File: config.mk
export PLATFORM = sky130hd
export DESIGN_NAME = pipeline_hazard_controller_flat
export DESIGN_NICKNAME = d
export VERILOG_FILES = /design/src/rtl/pipeline_hazard_controller_pkg.sv /design/src/rtl/pipeline_hazard_controller_if.sv /design/src/rtl/pipeline_hazard_controller_raw_hazard_detect.sv /design/src/rtl/pipeline_hazard_controller.sv /design/src/flat_wrapper.sv
export SDC_FILE = /design/constraint.sdc
export NUM_CORES = 1
export LEC_CHECK = 0
export ABC_AREA = 1
export BUFFER_PORTS_ARGS = -buffer_cell sky130_fd_sc_hd__buf_2
export CAP_MARGIN = 10
export CORE_MARGIN = 1
export CORE_UTILIZATION = 25
export DETAILED_ROUTE_END_ITERATION = 7
export HOLD_SLACK_MARGIN = 0.1
export SYNTH_ARGS = -nofsm -noshare
export SYNTH_HDL_FRONTEND = slang
export SYNTH_SLANG_ARGS = --single-unit
File: constraint.sdc
create_clock -name clk -period 1.9 [get_ports clk]
set_clock_uncertainty 0.05 [all_clocks]
set_input_delay 0.19 -clock clk [delete_from_list [all_inputs] [get_ports clk]]
set_output_delay 0.19 -clock clk [all_outputs]
set_load 0.01 [all_outputs]
File: src/rtl/pipeline_hazard_controller_pkg.sv
// pipeline_hazard_controller_pkg: FSM state encodings and default widths for the hazard controller.
// HAZARD_FWD_EN (when defined) selects the forwarding datapath variant: only load-use is a raw hazard.
package pipeline_hazard_controller_pkg;
  typedef enum logic [1:0] {
    HZ_RUN       = 2'd0,
    HZ_DMEM_WAIT = 2'd1,
    HZ_IMEM_WAIT = 2'd2,
    HZ_HALT      = 2'd3
  } hz_state_e;
  localparam int HZ_REG_AW = 2;
  localparam int HZ_CNT_W  = 16;
endpackage

File: src/rtl/pipeline_hazard_controller_if.sv
// pipeline_hazard_controller_if: datapath <-> hazard controller signal bundle.
// master = datapath side (drives pipeline status), slave = controller side (drives register controls).
interface pipeline_hazard_controller_if
  import pipeline_hazard_controller_pkg::*;
#(
  parameter int REG_AW = HZ_REG_AW,
  parameter int CNT_W  = HZ_CNT_W
);
  logic [REG_AW-1:0] rs_ID, rt_ID, dest_EX, dest_MEM;
  logic              use_rs_ID, use_rt_ID, RegWrite_EX, RegWrite_MEM, d_readM_EX;
  logic              mispredict_EX, i_mem_ready, d_mem_req, d_mem_ready, is_halted_WB;
  logic              pc_write, stall_IF_ID, flush_IF_ID, stall_ID_EX, flush_ID_EX, stall_EX_MEM, halted;
  logic [CNT_W-1:0]  stall_cycles;
  modport master (
    output rs_ID, rt_ID, use_rs_ID, use_rt_ID, dest_EX, dest_MEM, RegWrite_EX, RegWrite_MEM, d_readM_EX,
           mispredict_EX, i_mem_ready, d_mem_req, d_mem_ready, is_halted_WB,
    input  pc_write, stall_IF_ID, flush_IF_ID, stall_ID_EX, flush_ID_EX, stall_EX_MEM, halted, stall_cycles
  );
  modport slave (
    input  rs_ID, rt_ID, use_rs_ID, use_rt_ID, dest_EX, dest_MEM, RegWrite_EX, RegWrite_MEM, d_readM_EX,
           mispredict_EX, i_mem_ready, d_mem_req, d_mem_ready, is_halted_WB,
    output pc_write, stall_IF_ID, flush_IF_ID, stall_ID_EX, flush_ID_EX, stall_EX_MEM, halted, stall_cycles
  );
endinterface

File: src/rtl/pipeline_hazard_controller_raw_hazard_detect.sv
// pipeline_hazard_controller_raw_hazard_detect: combinational RAW check of ID sources against EX/MEM writers.
// HAZARD_FWD_EN defined: only load-use against EX; otherwise any EX or MEM writer match (WB never hazards).
module pipeline_hazard_controller_raw_hazard_detect
  import pipeline_hazard_controller_pkg::*;
#(
  parameter int REG_AW = HZ_REG_AW
) (
  input  logic [REG_AW-1:0] rs_i,
  input  logic [REG_AW-1:0] rt_i,
  input  logic              use_rs_i,
  input  logic              use_rt_i,
  input  logic [REG_AW-1:0] dest_ex_i,
  input  logic [REG_AW-1:0] dest_mem_i,
  input  logic              wr_ex_i,
  input  logic              wr_mem_i,
  input  logic              load_ex_i,
  output logic              hazard_o
);
  logic ex_hit, mem_hit;
  always_comb begin
    ex_hit  = wr_ex_i & ((use_rs_i & (rs_i == dest_ex_i)) | (use_rt_i & (rt_i == dest_ex_i)));
    mem_hit = wr_mem_i & ((use_rs_i & (rs_i == dest_mem_i)) | (use_rt_i & (rt_i == dest_mem_i)));
  end
`ifdef HAZARD_FWD_EN
  logic unused_mem;
  assign unused_mem = mem_hit;
  assign hazard_o = load_ex_i & ex_hit;
`else
  logic unused_fwd;
  assign unused_fwd = load_ex_i;
  assign hazard_o = ex_hit | mem_hit;
`endif
endmodule

File: src/rtl/pipeline_hazard_controller.sv
// pipeline_hazard_controller: stall/flush/PC-enable generator with a RUN/DMEM_WAIT/IMEM_WAIT/HALT FSM.
// Build option HAZARD_FWD_EN narrows raw hazards to load-use (see raw_hazard_detect).
module pipeline_hazard_controller
  import pipeline_hazard_controller_pkg::*;
#(
  parameter int CNT_W  = HZ_CNT_W,
  parameter int REG_AW = HZ_REG_AW
) (
  input logic clk,
  input logic reset_n,
  pipeline_hazard_controller_if.slave hz
);
  hz_state_e        state_q, state_d;
  logic             pend_q, pend_d, halted_q;
  logic [CNT_W-1:0] cnt_q, cnt_d;
  logic             raw, dmem, pc_wr, st_all, st_ifid, fl_ifid, fl_idex;

  pipeline_hazard_controller_raw_hazard_detect #(.REG_AW(REG_AW)) u_raw_hazard_detect (
    .rs_i      (hz.rs_ID),
    .rt_i      (hz.rt_ID),
    .use_rs_i  (hz.use_rs_ID),
    .use_rt_i  (hz.use_rt_ID),
    .dest_ex_i (hz.dest_EX),
    .dest_mem_i(hz.dest_MEM),
    .wr_ex_i   (hz.RegWrite_EX),
    .wr_mem_i  (hz.RegWrite_MEM),
    .load_ex_i (hz.d_readM_EX),
    .hazard_o  (raw)
  );

  always_comb begin
    state_d = state_q;
    pend_d  = pend_q;
    pc_wr   = 1'b1;
    st_all  = 1'b0;
    st_ifid = 1'b0;
    fl_ifid = 1'b0;
    fl_idex = 1'b0;
    dmem    = hz.d_mem_req & ~hz.d_mem_ready;
    if (!reset_n) begin
      pc_wr   = 1'b0;
      fl_ifid = 1'b1;
      fl_idex = 1'b1;
    end else if (state_q == HZ_HALT || hz.is_halted_WB) begin
      state_d = HZ_HALT;
      pc_wr   = 1'b0;
      st_all  = 1'b1;
    end else if (state_q == HZ_IMEM_WAIT) begin
      if (dmem) begin
        pc_wr  = 1'b0;
        st_all = 1'b1;
      end else if (hz.mispredict_EX) begin
        // Redirect while fetch is still busy: remember that the word in flight is wrong-path.
        fl_ifid = 1'b1;
        fl_idex = 1'b1;
        pc_wr   = hz.i_mem_ready;
        pend_d  = ~hz.i_mem_ready;
        state_d = hz.i_mem_ready ? HZ_RUN : HZ_IMEM_WAIT;
      end else if (!hz.i_mem_ready) begin
        pc_wr   = 1'b0;
        fl_ifid = 1'b1;
      end else begin
        state_d = HZ_RUN;
        pend_d  = 1'b0;
        if (pend_q) begin
          fl_ifid = 1'b1;
        end else if (raw) begin
          pc_wr   = 1'b0;
          st_ifid = 1'b1;
          fl_idex = 1'b1;
        end
      end
    end else if (state_q == HZ_DMEM_WAIT && !hz.d_mem_ready) begin
      pc_wr  = 1'b0;
      st_all = 1'b1;
    end else begin
      state_d = HZ_RUN;
      if (dmem) begin
        state_d = HZ_DMEM_WAIT;
        pc_wr   = 1'b0;
        st_all  = 1'b1;
      end else if (hz.mispredict_EX) begin
        fl_ifid = 1'b1;
        fl_idex = 1'b1;
      end else if (!hz.i_mem_ready) begin
        state_d = HZ_IMEM_WAIT;
        pc_wr   = 1'b0;
        fl_ifid = 1'b1;
      end else if (raw) begin
        pc_wr   = 1'b0;
        st_ifid = 1'b1;
        fl_idex = 1'b1;
      end
    end
    cnt_d = (!pc_wr && cnt_q != '1) ? cnt_q + CNT_W'(1) : cnt_q;
  end

  always_ff @(posedge clk) begin
    if (!reset_n) begin
      state_q  <= HZ_RUN;
      pend_q   <= 1'b0;
      halted_q <= 1'b0;
      cnt_q    <= '0;
    end else begin
      state_q  <= state_d;
      pend_q   <= pend_d;
      halted_q <= halted_q | (state_d == HZ_HALT);
      cnt_q    <= cnt_d;
    end
  end

  assign hz.pc_write     = pc_wr;
  assign hz.stall_IF_ID  = st_all | st_ifid;
  assign hz.stall_ID_EX  = st_all;
  assign hz.stall_EX_MEM = st_all;
  assign hz.flush_IF_ID  = fl_ifid;
  assign hz.flush_ID_EX  = fl_idex;
  assign hz.halted       = halted_q;
  assign hz.stall_cycles = cnt_q;
endmodule

File: src/flat_wrapper.sv
// flat-port wrapper written by rule: the top's interface ports become plain ports
module pipeline_hazard_controller_flat import pipeline_hazard_controller_pkg::*;
#(
  parameter int CNT_W  = HZ_CNT_W,
  parameter int REG_AW = HZ_REG_AW
)
  (clk, reset_n, hz_rs_ID, hz_rt_ID, hz_use_rs_ID, hz_use_rt_ID, hz_dest_EX, hz_dest_MEM, hz_RegWrite_EX, hz_RegWrite_MEM, hz_d_readM_EX, hz_mispredict_EX, hz_i_mem_ready, hz_d_mem_req, hz_d_mem_ready, hz_is_halted_WB, hz_pc_write, hz_stall_IF_ID, hz_flush_IF_ID, hz_stall_ID_EX, hz_flush_ID_EX, hz_stall_EX_MEM, hz_halted, hz_stall_cycles);
  pipeline_hazard_controller_if #(.REG_AW(REG_AW), .CNT_W(CNT_W)) hz_i ();
  input logic clk;
  input logic reset_n;
  input wire logic [$bits(hz_i.rs_ID)-1:0] hz_rs_ID;
  input wire logic [$bits(hz_i.rt_ID)-1:0] hz_rt_ID;
  input wire logic [$bits(hz_i.use_rs_ID)-1:0] hz_use_rs_ID;
  input wire logic [$bits(hz_i.use_rt_ID)-1:0] hz_use_rt_ID;
  input wire logic [$bits(hz_i.dest_EX)-1:0] hz_dest_EX;
  input wire logic [$bits(hz_i.dest_MEM)-1:0] hz_dest_MEM;
  input wire logic [$bits(hz_i.RegWrite_EX)-1:0] hz_RegWrite_EX;
  input wire logic [$bits(hz_i.RegWrite_MEM)-1:0] hz_RegWrite_MEM;
  input wire logic [$bits(hz_i.d_readM_EX)-1:0] hz_d_readM_EX;
  input wire logic [$bits(hz_i.mispredict_EX)-1:0] hz_mispredict_EX;
  input wire logic [$bits(hz_i.i_mem_ready)-1:0] hz_i_mem_ready;
  input wire logic [$bits(hz_i.d_mem_req)-1:0] hz_d_mem_req;
  input wire logic [$bits(hz_i.d_mem_ready)-1:0] hz_d_mem_ready;
  input wire logic [$bits(hz_i.is_halted_WB)-1:0] hz_is_halted_WB;
  output wire logic [$bits(hz_i.pc_write)-1:0] hz_pc_write;
  output wire logic [$bits(hz_i.stall_IF_ID)-1:0] hz_stall_IF_ID;
  output wire logic [$bits(hz_i.flush_IF_ID)-1:0] hz_flush_IF_ID;
  output wire logic [$bits(hz_i.stall_ID_EX)-1:0] hz_stall_ID_EX;
  output wire logic [$bits(hz_i.flush_ID_EX)-1:0] hz_flush_ID_EX;
  output wire logic [$bits(hz_i.stall_EX_MEM)-1:0] hz_stall_EX_MEM;
  output wire logic [$bits(hz_i.halted)-1:0] hz_halted;
  output wire logic [$bits(hz_i.stall_cycles)-1:0] hz_stall_cycles;
  assign hz_i.rs_ID = hz_rs_ID;
  assign hz_i.rt_ID = hz_rt_ID;
  assign hz_i.use_rs_ID = hz_use_rs_ID;
  assign hz_i.use_rt_ID = hz_use_rt_ID;
  assign hz_i.dest_EX = hz_dest_EX;
  assign hz_i.dest_MEM = hz_dest_MEM;
  assign hz_i.RegWrite_EX = hz_RegWrite_EX;
  assign hz_i.RegWrite_MEM = hz_RegWrite_MEM;
  assign hz_i.d_readM_EX = hz_d_readM_EX;
  assign hz_i.mispredict_EX = hz_mispredict_EX;
  assign hz_i.i_mem_ready = hz_i_mem_ready;
  assign hz_i.d_mem_req = hz_d_mem_req;
  assign hz_i.d_mem_ready = hz_d_mem_ready;
  assign hz_i.is_halted_WB = hz_is_halted_WB;
  assign hz_pc_write = hz_i.pc_write;
  assign hz_stall_IF_ID = hz_i.stall_IF_ID;
  assign hz_flush_IF_ID = hz_i.flush_IF_ID;
  assign hz_stall_ID_EX = hz_i.stall_ID_EX;
  assign hz_flush_ID_EX = hz_i.flush_ID_EX;
  assign hz_stall_EX_MEM = hz_i.stall_EX_MEM;
  assign hz_halted = hz_i.halted;
  assign hz_stall_cycles = hz_i.stall_cycles;
  pipeline_hazard_controller #(.CNT_W(CNT_W), .REG_AW(REG_AW)) u_core (.clk(clk), .reset_n(reset_n), .hz(hz_i));
endmodule
## Yosys cells after proc, flatten, opt, wreduce, memory -nomap -nowiden

Index checks and enable logic that the tools add are counted.

- Word-level logic and storage cells: 97
- Bits of input ports: 20
- Register bits after elaboration: 20
- Output and inout bits: 23

- Bitwise logic cells: 16
- Reductions and logical operators: 7
- Add/subtract/negate cells: 1
- Equal/unequal tests: 9
- Muxes and demuxes: 60

Operators by type and width:

| kind | number |
|---|---|
| $mux 1 | 50 |
| $mux 2 | 10 |
| $add 16x1->16 const B | 1 |
| $ne 16x16->1 const B | 1 |
| $eq 2x2->1 | 4 |
| $and 1x1->1 | 7 |
| $eq 2x2->1 const B | 3 |
| $or 1x1->1 | 5 |
| $not 1->1 | 4 |
| $reduce_and 4->1 | 1 |
| $eq 2x1->1 const B | 1 |
| $logic_and 1x1->1 | 2 |
| $logic_not 1->1 | 2 |
| $reduce_bool 2->1 | 1 |
| $logic_or 1x1->1 | 1 |

## Depth between registers and ports, before layout

- Depth in word-level cells: 15
- Gate-level depth with buffers: 13
- Mapped depth without buffers: 12

## Modules after synthesis

From an unflattened synthesis, not the netlist that was laid out.

- Cells, all modules: 269
- Area, all modules: 1,595.3 um^2

By module, submodules not included:

| module | cells each | instances | area each (um^2) | seq. area each (um^2) |
|---|---|---|---|---|
| pipeline_hazard_controller | 230 | 1 | 1,427.6 | 400.4 |
| pipeline_hazard_controller_raw_hazard_detect | 39 | 1 | 167.7 | 0.0 |

## Worst setup path before layout

OpenSTA, ideal clock, no wires.

- Kind: reg2reg
- Start point: reg u_core.cnt_q[0], in the netlist u_core.hz.stall_cycles[0]
- End point: reg u_core.cnt_q[0], in the netlist u_core.hz.stall_cycles[0]
- Arrival time: 1.769 ns
- Slack: -0.034 ns
- Path buffers: 1
- Period minus slack after synthesis: 1.934 ns
- Cell stages (with the launch flop): 10
- Cells stage by stage: dfxtp_1 ha_1 nand2_1 nor3b_2 nand2_1 nor3_2 nand3_2 buf_2 a21oi_1 nor2_1

- Cells in the longest elaborated chain, start to end: 2
- Elaborated cells on any way between the ends: 3

RTL lines:

| item | RTL line | source |
|---|---|---|
| start: declaration | pipeline_hazard_controller.sv:15 | `logic [CNT_W-1:0] cnt_q, cnt_d;` |
| start signal: assignment | pipeline_hazard_controller.sv:108 | `cnt_q <= cnt_d;` |
| branches (longest 2 deep; another with $add 16x1->16) | - |  |

Several ways; the timed one is not identified.
A chain may end at the register's enable or synchronous reset.

## Final worst setup path

- Start point: reg u_core.cnt_q[0], in the netlist u_core.hz.stall_cycles[0]
- End point: reg u_core.cnt_q[10], in the netlist u_core.hz.stall_cycles[10]

Same word-level chain as after synthesis.

==> metrics.txt <==
max_slew headroom=0.811; first-pass GRT wire length=between 6000 and 7000 um; register area=403 sq um; Synth Net Count=253; CP arrival=between 1.5 and 2 ns; DIE WIDTH=77.3 um; Port Buf Inserts=41; unrepaired setup endpoints after global routing=yes; Final Hold Vio Count=0; CTS buffer count=3; Yosys top cell area share=0.283; unique cell type count in the Yosys netlist=24; worst reg2reg setup slack=0.08 ns; Critical path buffers and inverters=1; critical path peak fanout=8; Required @ worst endpoint=2.01 ns; startpoint types=flop; most frequent cells in the layout=nand2_1 (68), buf_2 (42), nand3_1 (33); CP startpoint=u_core.hz.stall_cycles[0]$_SDFFE_PN0P_; Worst Setup Path Type=flop to flop; largest net degree at the start of global routing=18; Tot Pwr=0.00102 W; vias per cell=4.57; Core ar.=0.00547 sq mm; share of cells above drive strength 1=0.275; design area=0.00198 sq mm; crit share post-route=0.958; largest cells by area after synthesis=dfxtp_1 (28%), nand2_1 (18%), nand3_1 (12%), a21oi_1 (8.5%), inv_1 (8.0%); crit end category=flop; min setup slack post-route=roughly 0.08 ns; synthesized cell area=0.00142 sq mm; Ys Warns=0; Lkg Pwr=0.941 nW; n_diodes=0; Initial DRC Count=104; vias in the first global route=1478; wire per inst=11.0 um; Hold Crit Endpoint=u_core.hz.stall_cycles[0]$_SDFFE_PN0P_; Filler cells=625; Final setup viols=0; r2r worst-path depth=9; routability congestion estimate=0.846; Root Driver=clkbuf_8; Die Area=about 0.0060 sq mm; Routed Antenna Nets=0; area post-placement=0.00179 sq mm; post-synth top area cell=dfxtp_1; Synth Instances=232; Final min period=1.82 ns; crit-path cells=ha_4, nand2_2, nor3b_2, nand2_1, nor3_4, nand3_4, buf_2, nand3_1, a21oi_1; Hold Crit Class=primary input to flop; H-tree depth=1; Clock Path Buffers=2; DRC Markers=0; PwrDens=slightly above 500 mW/mm^2; clk_lat worst skew=0.27 ns; Boundary Pins=between 40 and 50; critical path's slowest cell=dfxtp_2; Remaining Overflow, GRT=0; row cnt=27; TritonRoute pass-1 iters=4; sequential element share of the synthesized area=0.283; CTS Sinks=20; worst hold path stage count=3; register bit count reported by yosys=20; layout net count=roughly 310; Die Height=77.3 um; vias post-DR=1658; final wirelength=3980 um; area of the multi-input gates=about 950 sq um; P&R area growth vs syn=39.8%; fin cells=363; commonest non-fill, non-tap cell in the layout=nand2_1; max_cap viols=0; highest routed layer=met4; hpwl dp=2860 um; Slew @ Worst Pin=about 0.28 ns; GR Util All Layers=0.131; reg2reg end=u_core.hz.stall_cycles[10]$_SDFFE_PN0P_; dpl cells=354; worst hold start=reset_n; pre-CTS WS=0.115 ns; Initial Util=0.259; Fmax=0.549 GHz; final number of max-transition violations=0; WL met3=133 um; CP delay by family, top=simple AND/OR/NAND/NOR gates; status=completed; VDD IR max=0.302 mV; Mean Syn Cell Area=6.10 sq um; CTS tree=yes; smallest hold slack=0.142 ns; M1 WL=1940 um; Met2 Routed Length=1870 um; initial antenna violation count=0; clock transition at the registers of the reported paths=around 0.07 ns; worst reg2reg path startpoint=u_core.hz.stall_cycles[0]$_SDFFE_PN0P_; slowest stage delay, CP=0.36 ns
[how the worst max path moves through the flow]
stage,end,slack (ns),cells after the start
6_report,u_core.hz.stall_cycles[10]$_SDFFE_PN0P_,0.08,9
2_1_floorplan,u_core.hz.stall_cycles[0]$_SDFFE_PN0P_,0.06,9
4_1_cts,hz_pc_write,0.02,7
3_5_place_dp,u_core.hz.stall_cycles[3]$_SDFFE_PN0P_,0.11,10
3_3_place_gp,u_core.hz.stall_cycles[1]$_SDFFE_PN0P_,0.11,10
5_1_grt,u_core.hz.stall_cycles[8]$_SDFFE_PN0P_,-0.06,9
[state kept, by name (all words and copies together) (netlist names)]
register,flops
u_core.hz.halted,1
u_core.state_q,2
u_core.hz.stall_cycles,16
u_core.pend_q,1
[Yosys cell counts (all sizes together)]
cell type and n:
nand4 2, clkinv 1, buf 3, a21oi 24, o21ai 3, ha 1, o211ai 1, o22ai 1
nor3 7, dfxtp 20, inv 30, xnor2 5, nand3 34, nor3b 1, xor2 9, nand2 71
clkbuf 2, nor2 17
[logic make-up (layout without fill, tap and decap cells)]
group / count (synthesis) / after routing / share of synthesized area
adder cells (fa/ha/maj): 1 / 1 / 0.00883
AND/OR/NAND/NOR: 132 / 133 / 0.410
AO/OA/AOI/OAI: 29 / 29 / 0.105
buffers and inverters: 36 / 94 / 0.107
flip-flops: 20 / 20 / 0.283
XOR/XNOR: 14 / 14 / 0.0866
[power breakdown]
| group | switching (W) | internal, W |
|---|---|---|
| sequential | 0.0000119 | 0.000435 |
| clock | 0.000156 | 0.000185 |
| combinational | 0.000134 | 0.0000986 |
[tightest hold or removal path: stages]
cell and delay [ns]:
buf_2 0.14, nand2_1 0.07, nor2_1 0.03
[stage by stage]
stage,TNS [ns],utilization
floorplan,0,-
global placement,0,0.326
detailed placement,0,0.326
CTS,0,0.338
global route,-0.584,0.362
finish,0,0.362
[timing repair]
item,CTS,global route
setup buffers,0,3
pin swaps,0,3
cloned,0,2
endpoints found under the setup margin,3,18
hold buffers,0,0
gates resized for setup,2,18
[cell type report]
cell class	count	share of cell area
Multi-Input combinational cell	177	0.482
Sequential cell	20	0.203
Timing Repair Buffer	59	0.183
Inverter	31	0.0587
Tap cell	72	0.0455
Clock buffer	4	0.0278
[layer usage]
metal,up-vias,global-route usage
li1,868,-
met1,750,0.173
met2,35,0.224
met3,5,0.0250
met4,0,0.0170
met5,-,0
No activity file was read; power rests on OpenSTA's default activity.
